==> src/rtl/if_id_fetch_ctrl.sv <==
// rtl/if_id_fetch_ctrl.sv - fetch PC and IF/ID register driven by hazard-unit stall/flush/pc_write
//
// Ports:
//   clk_i, rst_i (sync, active-high)
//   stall_i, flush_i, pc_write_i, branch_target_i : hazard unit controls
//   instr_i        : instruction memory data for address pc_o
//   pc_o           : current fetch address
//   if_id_pc_o, if_id_instr_o, if_id_valid_o : IF/ID pipeline register
//   hazard_err_o   : sticky protocol error (cleared by reset only)
//   stall_count_o, flush_count_o, bubble_count_o : only with IF_ID_FETCH_STATS_EN
//
// Optional feature macro: IF_ID_FETCH_STATS_EN (adds saturating event counters).
module if_id_fetch_ctrl #(
  parameter logic [31:0] RESET_PC    = 32'h0000_0000,
  parameter logic [31:0] NOP_INSTR   = 32'h0000_0013,
  parameter int          STALL_LIMIT = 2
) (
  input  logic        clk_i,
  input  logic        rst_i,
  input  logic        stall_i,
  input  logic        flush_i,
  input  logic        pc_write_i,
  input  logic [31:0] branch_target_i,
  input  logic [31:0] instr_i,
  output logic [31:0] pc_o,
  output logic [31:0] if_id_pc_o,
  output logic [31:0] if_id_instr_o,
  output logic        if_id_valid_o,
`ifdef IF_ID_FETCH_STATS_EN
  output logic [31:0] stall_count_o,
  output logic [31:0] flush_count_o,
  output logic [31:0] bubble_count_o,
`endif
  output logic        hazard_err_o
);

  localparam int CW = $clog2(STALL_LIMIT + 2);
  localparam logic [CW-1:0] CNT_LIM = CW'(STALL_LIMIT);
  localparam logic [CW-1:0] CNT_SAT = CW'(STALL_LIMIT + 1);

  typedef enum logic [1:0] {BOOT, RUN, STALL, FLUSH} state_t;
  // HOLD: no stall/flush but pc_write_i=0, so the PC holds and IF/ID takes a bubble.
  typedef enum logic [1:0] {ACT_STALL, ACT_FLUSH, ACT_HOLD, ACT_ADV} act_t;

  state_t        state_q, state_d;
  act_t          act;
  logic [CW-1:0] stall_cnt_q;
  logic [31:0]   pc_d, ifid_pc_d, ifid_instr_d;
  logic          ifid_valid_d, err_set;

  // Action decode: stall beats flush beats advance. A flush with pc_write_i=0
  // still redirects, since the taken branch must not be lost.
  always_comb begin
    act = ACT_ADV;
    if (stall_i)          act = ACT_STALL;
    else if (flush_i)     act = ACT_FLUSH;
    else if (!pc_write_i) act = ACT_HOLD;
  end

  // State register
  always_ff @(posedge clk_i) begin
    if (rst_i) state_q <= BOOT;
    else       state_q <= state_d;
  end

  // Next-state logic: the state records the action taken this cycle.
  always_comb begin
    state_d = state_q;
    case (act)
      ACT_STALL: state_d = STALL;
      ACT_FLUSH: state_d = FLUSH;
      ACT_HOLD:  state_d = state_q;
      default:   state_d = RUN;
    endcase
  end

  // Output/datapath decode
  always_comb begin
    pc_d         = pc_o;
    ifid_pc_d    = if_id_pc_o;
    ifid_instr_d = if_id_instr_o;
    ifid_valid_d = if_id_valid_o;
    err_set      = 1'b0;
    case (act)
      ACT_STALL: begin
        // Protocol: a stall must hold the PC, and must not run too long.
        err_set = pc_write_i || (stall_cnt_q >= CNT_LIM);
      end
      ACT_FLUSH: begin
        pc_d         = branch_target_i;
        ifid_pc_d    = pc_o;
        ifid_instr_d = NOP_INSTR;
        ifid_valid_d = 1'b0;
      end
      ACT_HOLD: begin
        ifid_pc_d    = pc_o;
        ifid_instr_d = NOP_INSTR;
        ifid_valid_d = 1'b0;
      end
      default: begin
        pc_d         = pc_o + 32'd4;
        ifid_pc_d    = pc_o;
        ifid_instr_d = instr_i;
        ifid_valid_d = 1'b1;
      end
    endcase
  end

  always_ff @(posedge clk_i) begin
    if (rst_i) begin
      pc_o          <= RESET_PC;
      if_id_pc_o    <= 32'd0;
      if_id_instr_o <= NOP_INSTR;
      if_id_valid_o <= 1'b0;
      hazard_err_o  <= 1'b0;
      stall_cnt_q   <= '0;
    end else begin
      pc_o          <= pc_d;
      if_id_pc_o    <= ifid_pc_d;
      if_id_instr_o <= ifid_instr_d;
      if_id_valid_o <= ifid_valid_d;
      if (err_set) hazard_err_o <= 1'b1;
      if (act != ACT_STALL)         stall_cnt_q <= '0;
      else if (stall_cnt_q != CNT_SAT) stall_cnt_q <= stall_cnt_q + 1'b1;
    end
  end

`ifdef IF_ID_FETCH_STATS_EN
  logic bubble_ev;
  assign bubble_ev = (act == ACT_FLUSH || act == ACT_HOLD) && (state_q != BOOT);

  always_ff @(posedge clk_i) begin
    if (rst_i) begin
      stall_count_o  <= 32'd0;
      flush_count_o  <= 32'd0;
      bubble_count_o <= 32'd0;
    end else begin
      if (act == ACT_STALL && stall_count_o != 32'hFFFF_FFFF)
        stall_count_o <= stall_count_o + 32'd1;
      if (act == ACT_FLUSH && flush_count_o != 32'hFFFF_FFFF)
        flush_count_o <= flush_count_o + 32'd1;
      if (bubble_ev && bubble_count_o != 32'hFFFF_FFFF)
        bubble_count_o <= bubble_count_o + 32'd1;
    end
  end
`endif

endmodule

==> config.mk <==
export PLATFORM = sky130hd
export DESIGN_NAME = if_id_fetch_ctrl
export DESIGN_NICKNAME = d
export VERILOG_FILES = /design/src/rtl/if_id_fetch_ctrl.sv
export SDC_FILE = /design/constraint.sdc
export NUM_CORES = 1
export LEC_CHECK = 0
export CORE_MARGIN = 5
export CORE_UTILIZATION = 40
export DETAILED_ROUTE_END_ITERATION = 12
export GPL_ROUTABILITY_DRIVEN = 1
export HOLD_SLACK_MARGIN = 0.1
export PLACE_DENSITY = 0.86
export SETUP_SLACK_MARGIN = 0.3
export SLEW_MARGIN = 20
export SYNTH_ARGS = -nofsm -noshare
export SYNTH_HDL_FRONTEND = slang
export SYNTH_SLANG_ARGS = --single-unit
==> constraint.sdc <==
create_clock -name clk_i -period 2.85 [get_ports clk_i]
set_clock_uncertainty 0.2 [all_clocks]
set_input_delay 0.57 -clock clk_i [delete_from_list [all_inputs] [get_ports clk_i]]
set_output_delay 0.57 -clock clk_i [all_outputs]
set_load 0.02 [all_outputs]
==> summary.txt <==
Logic synthesis
  • Sequential fraction of the synthesis area: 46.4%
  • Mapped Nets: 524
  • FFs w/ async S/R, synth: 0%
  • Syn_area_per_cell: 9.56 sq um
  • Yosys cell types: 58
  • Mapped Cells: 451
  • Yosys reg bits: 100
  • Synth Flop Type: dfxtp_1
  • Syn. warnings: 0
  • Cell Area, Synth: 4310 sq um
  • EDFF count, synth: 0

Finish
  • Layout cell share with drive strength beyond 1: 9.76%
  • FILL cells: 911
  • Count of nets after finishing: 684
  • Final instance area: 6330 sq um
  • FF+latch area: 2000 sq um
  • Antenna cell count: 0
  • Area of the multi-input gates: 2130 sq um
  • Layout area overhead: 46.8%
  • Fin util: 59.2%

Die
  • Chip width: 114 microns
  • Top-Level Pins: 167
  • Initial Util: 40.3%
  • Die ar.: 13000 sq um
  • Core Rows: 38
  • Die height: 114 microns
  • Floorplan core area: 10700 sq um

STA
  • Final setup viols: 0
  • Hold Fails Final Rpt: 0
  • Final min period: 2.40 ns
  • Final Worst Setup Slack: 0.450 ns
  • Worst-Margin Slew: 0.641 ns
  • Slew Viols, Final: 0
  • Fmax: 417 MHz
  • Max-slew headroom at the worst pin: 57.2%
  • Final worst-path cycle share: 84.2%
  • Unrepaired setup endpoints after global routing: false
  • Setup TNS: 0 ns

Global routing
  • Largest net degree at the start of global routing: 32
  • GR Util All Layers: 21.6%
  • Total grt overflow: 0
  • Antenna violations before repair: 0
  • Vias in the first global route: 4275
  • First-pass GRT wire length: 22400 microns

Worst hold path
  • Worst Hold Class: reg -> reg
  • Hold Crit Depth: 2

Routing
  • DRC Markers: 0
  • DRT iter0 DRCs: 325
  • Drt wl/cell: 18.8 microns
  • Vias per inst: 5.63
  • 1st-pass router iterations: 5
  • Routed wire length: 14200 microns
  • Via count of the routed design: 4251
  • DRT antenna net count: 0

Critical path
  • Critical Path Sink Type: register
  • CP startpoint kind: primary input
  • Crit Path Category: in -> reg
  • CP Data Arrival Time: 2.48 ns
  • Critical path depth: 8
  • WP data required: 2.93 ns
  • Worst path bufs/invs: 3
  • CP max FO: 26
  • Slowest stage delay, CP: 0.47 ns
  • Critical Path, Cell by Cell: clkdlybuf4s50_1, nor2_1, nor2_2, inv_2, ha_2, buf_4, nand2_1, o22a_1
  • Cells on worst reg2reg path: 6
  • Slowest cell on the critical path: clkdlybuf4s50_1
  • Crit path max-delay family: buffers and inverters

Placement
  • HPWL Detailed: 10500 microns
  • GP Congestion: 0.899
  • Port bufs: 166
  • Cell Area, Placed: 6140 sq um
  • Setup slack at placement: -0.215 ns

CTS
  • Clk slew on worst S/H paths: 0.09 ns
  • Setup Buffers After CTS: 0
  • Clk sinks: 100
  • TritonCTS clock tree: built
  • Root Buffer: clkbuf_8
  • Clock latency on the worst-skew pair: 0.38 ns
  • Longest Clk Path Bufs: 2
  • H-tree levels: 3
  • CTS Buf Count: 9

Pwr
  • Maximum vdd drop: 0.317 mV
  • Power density over the cells: 486 nW/um^2
  • Pleak: 2.34 nW
  • Final Power: 0.00308 W

Job
  • Max Cap Viol: 0

Outcome
  • Status: finished, final reports clean
[registers in the layout, summed over array words and instances, names as in the netlist]
register and cells:
if_id_valid_o 1, stall_cnt_q 2, pc_o 32, hazard_err_o 1
if_id_pc_o 32, if_id_instr_o 32
[worst paths after layout]
kind / start / endpoint / slack, ns
worst max register to register: pc_o[2]$_SDFFE_PP0N_ / pc_o[22]$_SDFFE_PP0N_ / 0.59
worst min register to register: if_id_valid_o$_SDFFE_PP0P_ / if_id_valid_o$_SDFFE_PP0P_ / 0.27
worst max-delay path: flush_i / if_id_instr_o[1]$_SDFFE_PP1P_ / 0.45
worst min-delay path: if_id_valid_o$_SDFFE_PP0P_ / if_id_valid_o$_SDFFE_PP0P_ / 0.27
[cell usage after synthesis (2+ instances only)]
library cell / number / area, sq um
nor2_1: 53 / 199
o22ai_1: 9 / 56.3
nor2b_1: 4 / 25.0
nand2b_1: 2 / 12.5
inv_1: 6 / 22.5
and3_1: 6 / 37.5
a2bb2oi_1: 2 / 17.5
a221oi_1: 4 / 35.0
a21oi_1: 13 / 65.1
nand3_2: 3 / 30.0
nor3_1: 9 / 45.0
and2_1: 2 / 12.5
dfxtp_1: 100 / 2000
or3_1: 7 / 43.8
inv_2: 2 / 7.51
buf_4: 2 / 15.0
buf_2: 9 / 45.0
a311oi_1: 8 / 70.1
nor4_2: 5 / 62.6
o21ai_0: 14 / 70.1
nand3_1: 11 / 55.1
nor4_1: 3 / 18.8
a22oi_1: 5 / 37.5
buf_1: 5 / 18.8
nand2_1: 20 / 75.1
a22o_1: 29 / 254
and4_1: 6 / 52.6
mux2i_1: 32 / 320
xnor2_1: 5 / 43.8
a211oi_1: 17 / 128
o22a_1: 3 / 26.3
nand4_1: 9 / 56.3
ha_1: 4 / 50.1
clkbuf_1: 18 / 67.6
[final cells by class]
| class | instances | share of cell area (%) |
|---|---|---|
| timing repair buffer | 185 | 28.4 |
| multi-input combinational | 307 | 33.7 |
| sequential | 100 | 31.6 |
| clock inverter | 6 | 1.01 |
| clock buffer | 9 | 1.96 |
| tap | 140 | 2.77 |
| inverter | 8 | 0.474 |
[worst register-to-register path, delay by kind of cell (launching register included)]
family	cells	cell delay [ns]
AND/OR/NAND/NOR	4	0.95
flip-flops	1	0.51
adder cells (fa/ha/maj)	1	0.27
AO/OA/AOI/OAI	1	0.24
[where the power goes]
| group | internal (W) | switching (W) |
|---|---|---|
| Clock | 0.000401 | 0.000500 |
| Sequential | 0.00148 | 0.0000814 |
| Combinational | 0.000321 | 0.000299 |
[cell families after synthesis]
group | Yosys count | synth area share, %
buffers and inverters | 44 | 4.47
AOI/OAI and AO/OA | 115 | 20.0
adders and majority gates | 4 | 1.16
muxes | 32 | 7.43
xor gates and xnor gates | 6 | 1.22
DFF | 100 | 46.4
and+or+nand+nor | 150 | 19.3
[routing by layer]
metal	global-route usage [%]	vias up	share of wire, %
li1	-	1994	-
met1	25.7	2037	41
met2	36.0	197	48
met3	8.81	23	10
met4	6.41	0	1.4
met5	0	-	0
[through the flow]
stage,std cells,hold WS (ns)
after floorplan,451,0.300
after global placement,740,0.242
after detailed placement,740,0.250
after CTS,755,0.255
after global routing,755,0.252
final,755,0.266
[repair_timing]
item | CTS | global route
resized for setup | 1 | 0
endpoints found under the setup margin | 30 | 0
hold endpoints to repair | 0 | 0
hold buffers | 0 | 0
[cell usage in the layout (no fill, tap or decap), types with 5 or more instances in the layout]
cell,synthesis,layout
nor2_1,53,53
clkdlybuf4s50_1,0,165
inv_1,6,6
buf_4,2,19
nor4_2,5,5
nor3_1,9,8
o22ai_1,9,9
a22oi_1,5,5
nand2_1,20,20
and4_1,6,6
nand3_1,11,11
nand4_1,9,9
or3_1,7,7
dfxtp_1,100,100
a21oi_1,13,13
clkbuf_8,0,9
mux2i_1,32,32
and3_1,6,6
xnor2_1,5,5
a311oi_1,8,8
a211oi_1,17,17
a22o_1,29,29
o21ai_0,14,14
(Power assumes the default switching activity.)
